### src/rtl/tetris_pkg.sv
// Shared Tetris definitions: piece encoding, bag constants and bag-mask helpers.
package tetris_pkg;

    typedef enum logic [2:0] {
        PIECE_I    = 3'd0,
        PIECE_O    = 3'd1,
        PIECE_T    = 3'd2,
        PIECE_S    = 3'd3,
        PIECE_Z    = 3'd4,
        PIECE_J    = 3'd5,
        PIECE_L    = 3'd6,
        PIECE_NONE = 3'd7
    } piece_type_t;

    localparam int             PIECE_W  = 3;
    localparam int             BAG_SIZE = 7;
    localparam logic [6:0]     BAG_FULL = 7'h7F;

    // True when p is a real piece that has not yet been drawn from the bag.
    function automatic logic bag_has(input logic [6:0] mask, input logic [2:0] p);
        return (p != 3'd7) && ((mask & (7'd1 << p)) != 7'd0);
    endfunction

    // Remove p from the bag; an emptied bag refills in the same step.
    function automatic logic [6:0] bag_take(input logic [6:0] mask, input logic [2:0] p);
        logic [6:0] m;
        m = mask & ~(7'd1 << p);
        return (m == 7'd0) ? BAG_FULL : m;
    endfunction

endpackage

### src/rtl/piece_bag_gen_if.sv
// Pop handshake between the piece generator (slave) and the game engine (master).
interface piece_bag_gen_if;
    import tetris_pkg::*;

    logic        piece_req;
    logic        piece_valid;
    piece_type_t piece_out;

    modport master (output piece_req, input piece_valid, input piece_out);
    modport slave  (input piece_req, output piece_valid, output piece_out);
endinterface

### src/rtl/piece_bag_gen_queue.sv
// piece_queue: shift-toward-head FIFO of piece codes. Unused slots always hold 3'd7,
// so the flat slot output can feed the preview display directly.
module piece_queue
    import tetris_pkg::*;
#(
    parameter int DEPTH = 6
) (
    input  logic                     clk,
    input  logic                     rst_l,
    input  logic                     clear,
    input  logic                     push,
    input  logic [PIECE_W-1:0]       push_data,
    input  logic                     pop,
    output logic [3:0]               count,
    output logic                     full,
    output logic                     empty,
    output logic [PIECE_W*DEPTH-1:0] slots
);

    localparam logic [3:0] DEPTH_C = 4'(DEPTH);

    logic [PIECE_W-1:0] slot_q [DEPTH];
    logic [PIECE_W-1:0] slot_d [DEPTH];
    logic [3:0]         count_q;
    logic [3:0]         count_d;
    logic               pop_s;
    logic               push_s;
    logic [3:0]         wr_idx_s;

    // Next-state: clear, then shift on pop, then write push data at the tail.
    always_comb begin
        slot_d   = slot_q;
        count_d  = count_q;
        pop_s    = pop && (count_q != 4'd0);
        push_s   = push && ((count_q < DEPTH_C) || pop_s);
        wr_idx_s = pop_s ? (count_q - 4'd1) : count_q;
        if (clear) begin
            for (int i = 0; i < DEPTH; i++) slot_d[i] = 3'd7;
            count_d = 4'd0;
        end else begin
            if (pop_s) begin
                for (int i = 0; i < DEPTH - 1; i++) slot_d[i] = slot_q[i+1];
                slot_d[DEPTH-1] = 3'd7;
            end else begin
                slot_d = slot_q;
            end
            for (int i = 0; i < DEPTH; i++) begin
                if (push_s && (4'(i) == wr_idx_s)) slot_d[i] = push_data;
                else slot_d[i] = slot_d[i];
            end
            if (push_s && !pop_s)      count_d = count_q + 4'd1;
            else if (pop_s && !push_s) count_d = count_q - 4'd1;
            else                       count_d = count_q;
        end
    end

    // Queue storage and occupancy registers.
    always_ff @(posedge clk or negedge rst_l) begin
        if (!rst_l) begin
            for (int i = 0; i < DEPTH; i++) slot_q[i] <= 3'd7;
            count_q <= 4'd0;
        end else begin
            slot_q  <= slot_d;
            count_q <= count_d;
        end
    end

    // Flatten slots for the display; slot 0 occupies the low bits.
    always_comb begin
        slots = '0;
        for (int i = 0; i < DEPTH; i++) slots[i*PIECE_W +: PIECE_W] = slot_q[i];
    end

    assign count = count_q;
    assign full  = (count_q == DEPTH_C);
    assign empty = (count_q == 4'd0);

endmodule

### src/rtl/piece_bag_gen.sv
// piece_bag_gen: turns the LFSR bit stream into 7-bag Tetris pieces and buffers them
// in a preview queue. Optional reject statistics: define PIECE_BAG_STATS_EN.
module piece_bag_gen
    import tetris_pkg::*;
#(
    parameter int PREVIEW_DEPTH = 6
) (
    input  logic                             clk,
    input  logic                             rst_l,
    input  logic                             rand_bit,
    input  logic                             new_game,
    piece_bag_gen_if.slave                   pop_if,
    output logic [PIECE_W*PREVIEW_DEPTH-1:0] preview,
    output logic [3:0]                       preview_count,
    output logic [BAG_SIZE-1:0]              bag_remaining,
    output logic [15:0]                      reject_count
);

    logic [1:0]          bit_cnt_q, bit_cnt_d;
    logic [1:0]          shreg_q, shreg_d;
    logic [BAG_SIZE-1:0] mask_q, mask_d;
    logic [2:0]          candidate_s;
    logic                eval_s;
    logic                pop_s;
    logic                accept_s;
    logic                q_full_s;
    logic                q_empty_s;

    // Bit gathering, acceptance decision and bag-mask update.
    always_comb begin
        shreg_d     = {shreg_q[0], rand_bit};
        candidate_s = {shreg_q, rand_bit};
        eval_s      = (bit_cnt_q == 2'd2) && !new_game;
        pop_s       = pop_if.piece_req && !q_empty_s && !new_game;
        accept_s    = eval_s && bag_has(mask_q, candidate_s) && (!q_full_s || pop_s);
        if (new_game)                bit_cnt_d = 2'd0;
        else if (bit_cnt_q == 2'd2)  bit_cnt_d = 2'd0;
        else                         bit_cnt_d = bit_cnt_q + 2'd1;
        if (new_game)      mask_d = BAG_FULL;
        else if (accept_s) mask_d = bag_take(mask_q, candidate_s);
        else               mask_d = mask_q;
    end

    // Gathering and bag state registers.
    always_ff @(posedge clk or negedge rst_l) begin
        if (!rst_l) begin
            bit_cnt_q <= 2'd0;
            shreg_q   <= 2'd0;
            mask_q    <= BAG_FULL;
        end else begin
            bit_cnt_q <= bit_cnt_d;
            shreg_q   <= shreg_d;
            mask_q    <= mask_d;
        end
    end

    piece_queue #(.DEPTH(PREVIEW_DEPTH)) u_queue (
        .clk       (clk),
        .rst_l     (rst_l),
        .clear     (new_game),
        .push      (accept_s),
        .push_data (candidate_s),
        .pop       (pop_s),
        .count     (preview_count),
        .full      (q_full_s),
        .empty     (q_empty_s),
        .slots     (preview)
    );

    assign pop_if.piece_valid = !q_empty_s;
    assign pop_if.piece_out   = piece_type_t'(preview[PIECE_W-1:0]);
    assign bag_remaining      = mask_q;

`ifdef PIECE_BAG_STATS_EN
    logic [15:0] rej_q, rej_d;
    logic        reject_s;

    // Saturating count of evaluation edges whose candidate was discarded.
    always_comb begin
        reject_s = eval_s && !accept_s;
        if (reject_s && (rej_q != 16'hFFFF)) rej_d = rej_q + 16'd1;
        else                                 rej_d = rej_q;
    end

    // Reject counter register; only rst_l clears it.
    always_ff @(posedge clk or negedge rst_l) begin
        if (!rst_l) rej_q <= 16'd0;
        else        rej_q <= rej_d;
    end

    assign reject_count = rej_q;
`else
    assign reject_count = 16'h0;
`endif

endmodule

### src/flat_wrapper.sv
// flat-port wrapper written by rule: the top's interface ports become plain ports
module piece_bag_gen_flat import tetris_pkg::*;
#(
    parameter int PREVIEW_DEPTH = 6
)
  (clk, rst_l, rand_bit, new_game, preview, preview_count, bag_remaining, reject_count, pop_if_piece_req, pop_if_piece_valid, pop_if_piece_out);
  piece_bag_gen_if pop_if_i ();
  input  logic clk;
  input  logic rst_l;
  input  logic rand_bit;
  input  logic new_game;
  output logic [PIECE_W*PREVIEW_DEPTH-1:0] preview;
  output logic [3:0] preview_count;
  output logic [BAG_SIZE-1:0] bag_remaining;
  output logic [15:0] reject_count;
  input wire logic [$bits(pop_if_i.piece_req)-1:0] pop_if_piece_req;
  output wire logic [$bits(pop_if_i.piece_valid)-1:0] pop_if_piece_valid;
  output wire logic [$bits(pop_if_i.piece_out)-1:0] pop_if_piece_out;
  assign pop_if_i.piece_req = pop_if_piece_req;
  assign pop_if_piece_valid = pop_if_i.piece_valid;
  assign pop_if_piece_out = pop_if_i.piece_out;
  piece_bag_gen #(.PREVIEW_DEPTH(PREVIEW_DEPTH)) u_core (.clk(clk), .rst_l(rst_l), .rand_bit(rand_bit), .new_game(new_game), .pop_if(pop_if_i), .preview(preview), .preview_count(preview_count), .bag_remaining(bag_remaining), .reject_count(reject_count));
endmodule
### config.mk
export PLATFORM = sky130hd
export DESIGN_NAME = piece_bag_gen_flat
export DESIGN_NICKNAME = d
export VERILOG_FILES = /design/src/rtl/tetris_pkg.sv /design/src/rtl/piece_bag_gen_if.sv /design/src/rtl/piece_bag_gen_queue.sv /design/src/rtl/piece_bag_gen.sv /design/src/flat_wrapper.sv
export SDC_FILE = /design/constraint.sdc
export NUM_CORES = 1
export LEC_CHECK = 0
export CAP_MARGIN = 5
export CELL_PAD_IN_SITES_DETAIL_PLACEMENT = 1
export CELL_PAD_IN_SITES_GLOBAL_PLACEMENT = 1
export CORE_MARGIN = 5
export CORE_UTILIZATION = 49
export DETAILED_ROUTE_END_ITERATION = 10
export DONT_BUFFER_PORTS = 1
export GPL_TIMING_DRIVEN = 0
export PLACE_DENSITY_LB_ADDON = 0.1
export REMOVE_ABC_BUFFERS = 1
export SETUP_SLACK_MARGIN = 0.05
export SYNTH_ARGS = -nofsm -noshare
export SYNTH_HDL_FRONTEND = slang
export SYNTH_HIERARCHICAL = 1
export SYNTH_SLANG_ARGS = --single-unit
export TNS_END_PERCENT = 30
### constraint.sdc
create_clock -name clk -period 4.4 [get_ports clk]
set_clock_uncertainty 0.05 [all_clocks]
set_input_delay 0.88 -clock clk [delete_from_list [all_inputs] [get_ports clk]]
set_output_delay 0.88 -clock clk [all_outputs]
set_load 0.005 [all_outputs]
==> results.json, run 1 <==
{
  "leakage_nw": 0.968,
  "finalCriticalPeriod_ns": 4.02,
  "maxCapViolations": 0,
  "drtIter0Drc": 79,
  "cts-root-buf": "clkbuf_8",
  "path_max_fanout": 21,
  "hold_viol_final": 0,
  "yosys_warnings": 6,
  "avgSynthCellArea_um2": 10.4,
  "vias": 1727,
  "synth_edf_count": 0,
  "synth.cell_area_um2": 2260,
  "use_met2": 0.327,
  "synth_seq_cells": 33,
  "avgViaCountPerCell": 6.59,
  "worst_path_most_repeated_cell": "inv_1",
  "max_stage_delay_ns": 0.57,
  "crit_arrival_ns": 4.18,
  "critPathKind": "reg2reg",
  "cts_sinks": 33,
  "multi_input_area_um2": 1210,
  "dp_hpwl_um": 4040,
  "final.setup.worst_slack_ns": 0.384,
  "post_cts_resized": 0,
  "overflow": 0,
  "yosys.area.top_type": "dfstp_2",
  "worstPathCellList": "inv_1 > ha_1 > or3b_4 > inv_2 > nand2b_4 > a2111o_1 > a31o_4 > inv_1 > o21a_1 > o221ai_1 > mux2i_1",
  "required_ns": 4.57,
  "ff_latch_area_um2": 857,
  "die_h_um": 77.9,
  "rsz0062_at_grt": "false",
  "setup_tns_ns": 0,
  "cts_buffers": 5,
  "slew_headroom": 0.504,
  "synth_top_area_frac": 0.290,
  "cts_setup_buffers": 0,
  "yosys-top-cells-area": "dfstp_2, dfrtp_1, mux2i_1",
  "power.density_nw_per_um2": 345,
  "period_share": 0.913,
  "critPathBufInv": 3,
  "setup_viol": 0,
  "die_w_um": 77.9,
  "diodes": 0,
  "grt_pass1_vias": 1846,
  "groute.layer.met1.usage": 0.251,
  "ios": 54,
  "final_cell_mix": "dfstp_2, mux2i_1, a211oi_1",
  "post-place-ws_ns": 0.440,
  "synth_cells": 218,
  "route.detailed.drc": 0,
  "tightest_slew_ns": 0.739,
  "cp_top_family": "compound AO/OA/AOI/OAI gates",
  "start_kind": "flip-flop",
  "grt_max_degree": 34,
  "hold_path_class": "in2async",
  "fin_nets": 217,
  "outcome": "finished, final reports clean",
  "cts-htree-levels": 2,
  "io_buffer_count": 0,
  "track_usage": 0.199,
  "final_common_cell": "dfstp_2",
  "irDropWorstVdd_uv": 182,
  "area_growth_pct": 1.33,
  "clk_latency_ns": 0.29,
  "crit_slowest_cell": "dfrtp_1",
  "grtUsageMet3": 0.0556,
  "core_um2": 4410,
  "drtPass1Iterations": 4,
  "gp_congestion": 0.869,
  "synthFlopType": "dfstp_2",
  "timing.hold.ws_ns": 0.229,
  "grt_pass1_wl_um": 9780,
  "drive_above_1_share": 0.243,
  "core.rowCount": 24,
  "cts_hold_buf": 0,
  "clk_path_buf_depth": 2,
  "dieArea_um2": 6080,
  "async_reset_ff_frac": 1.00,
  "drt_wl_total_um": 5810,
  "ys_types": 56,
  "final_antenna_net_count": 0,
  "slew_viol_final": 0,
  "antenna_found_initial": 0,
  "cts_tree": "built",
  "nFillCells": 490,
  "fmax_mhz": 249,
  "clk_pin_slew_ns": 0.07,
  "initial_core_util": 0.512,
  "yosysSeqAreaShare": 0.379,
  "crit_path_end_kind": "flip-flop",
  "top_usage_layer": "met2",
  "wire_per_inst_um": 22.2
}
## cell families after synthesis
| group | Yosys count | share of synthesized area |
|---|---|---|
| other | 1 | 0.00166 |
| xor gates and xnor gates | 2 | 0.0138 |
| and+or+nand+nor | 56 | 0.149 |
| adders and majority gates | 3 | 0.0166 |
| buffers and inverters | 43 | 0.111 |
| DFF | 33 | 0.379 |
| muxes | 22 | 0.0984 |
| AOI/OAI and AO/OA | 58 | 0.231 |
## layout make-up
| class | count | share of cell area |
|---|---|---|
| well taps | 52 | 0.0284 |
| flip-flops and latches | 33 | 0.374 |
| multi-input cells | 157 | 0.529 |
| clock inverters | 1 | 0.00218 |
| inverters | 11 | 0.0180 |
| clock buffers | 7 | 0.0420 |
| repair buffers | 1 | 0.00655 |
## power by group
part / switching, W / internal, W / total [W]
Sequential: 0.0000292 / 0.000321 / 0.000350
Clock: 0.000113 / 0.000141 / 0.000254
Combinational: 0.000125 / 0.0000616 / 0.000187
## worst reg2reg max path: cells and delay by family, from the launching register on
family	cells	cell delay, ns
DFF	1	0.57
buffers and inverters	3	0.65
adders and majority gates	1	0.29
and+or+nand+nor	2	0.59
muxes	1	0.25
AOI/OAI and AO/OA	4	1.55
## routing by layer
metal	part of all wire	wire, um	vias to the layer above
li1	-	-	776
met1	0.43	2520	892
met2	0.49	2860	51
met3	0.063	367	8
met4	0.012	71	0
met5	0	0	-
## synth_stat cells, types with 2 or more instances
cell type	n
inv_1	10
nor2_1	10
o211ai_1	7
o31ai_1	3
o41ai_1	4
dfrtp_1	8
mux2i_1	20
a211oi_1	17
and3_1	16
nand3_1	2
or3_1	2
mux2_2	2
ha_1	3
nand2b_1	2
and3b_1	2
nand2_1	2
nor3_1	6
o221ai_2	4
buf_4	21
a221oi_1	2
clkbuf_1	6
dfstp_2	25
nor4_1	7
buf_2	2
a21oi_1	4
## worst paths after layout
check                                             start                  endpoint  slack [ns]  depth (start not counted)
worst max-delay path            u_core/u_queue/count[0]  u_core/u_queue/slots[12]        0.38                         11
worst min-delay path                              rst_l   u_core/u_queue/count[3]        0.23                          0
worst max register to register  u_core/u_queue/count[0]  u_core/u_queue/slots[12]        0.38                         11
worst min register to register      u_core/bit_cnt_q[1]       u_core/bit_cnt_q[0]        0.38                          1
max in group asynchronous                         rst_l   u_core/u_queue/slots[1]        3.89                          0
min in group clk                    u_core/bit_cnt_q[1]       u_core/bit_cnt_q[0]        0.38                          1
## metrics by stage
| stage | util | power (W) | cell area [um^2] | std cells |
|---|---|---|---|---|
| after floorplan | - | 0.000487 | 2110 | 201 |
| after global placement | 0.492 | 0.000530 | 2170 | 253 |
| after detailed placement | 0.496 | 0.000538 | 2190 | 254 |
| after CTS | 0.519 | 0.000799 | 2290 | 262 |
| after global routing | 0.519 | 0.000841 | 2290 | 262 |
| final | 0.519 | 0.000791 | 2290 | 262 |
## state kept, by name, indices dropped and copies added, names as in the netlist
signal and count:
u_core/bag_remaining 7, u_core/u_queue/count 4, u_core/u_queue/slots 18, u_core/bit_cnt_q 2
u_core/shreg_q 2
Power figures use the tool's default switching activity.
==> run 2: changes to the inputs <==
- clock period: 4.4 -> 4.6 ns (I/O delays scaled with it)
==> results of run 2 <==
The final DEF is identical to that of run 1. Status: finished, final reports clean.
Among the figures that moved: setup slack after placement 0.440 ns -> 0.640 ns; setup slack after layout 0.384 ns -> 0.584 ns; hold slack 0.229 ns -> 0.269 ns; register-to-register setup slack 0.38 ns -> 0.58 ns; total power 0.000791 W -> 0.000757 W; worst IR drop on VDD 182 uV -> 174 uV
==> run 3: changes to the inputs <==
- CTS_CLUSTER_SIZE: not set -> 8
==> results of run 3 <==
The final DEF is identical to that of run 1. Status: finished, final reports clean.
Among the figures that moved: setup slack after placement 0.440 ns -> 0.640 ns; setup slack after layout 0.384 ns -> 0.584 ns; hold slack 0.229 ns -> 0.269 ns; register-to-register setup slack 0.38 ns -> 0.58 ns; total power 0.000791 W -> 0.000757 W; worst IR drop on VDD 182 uV -> 174 uV
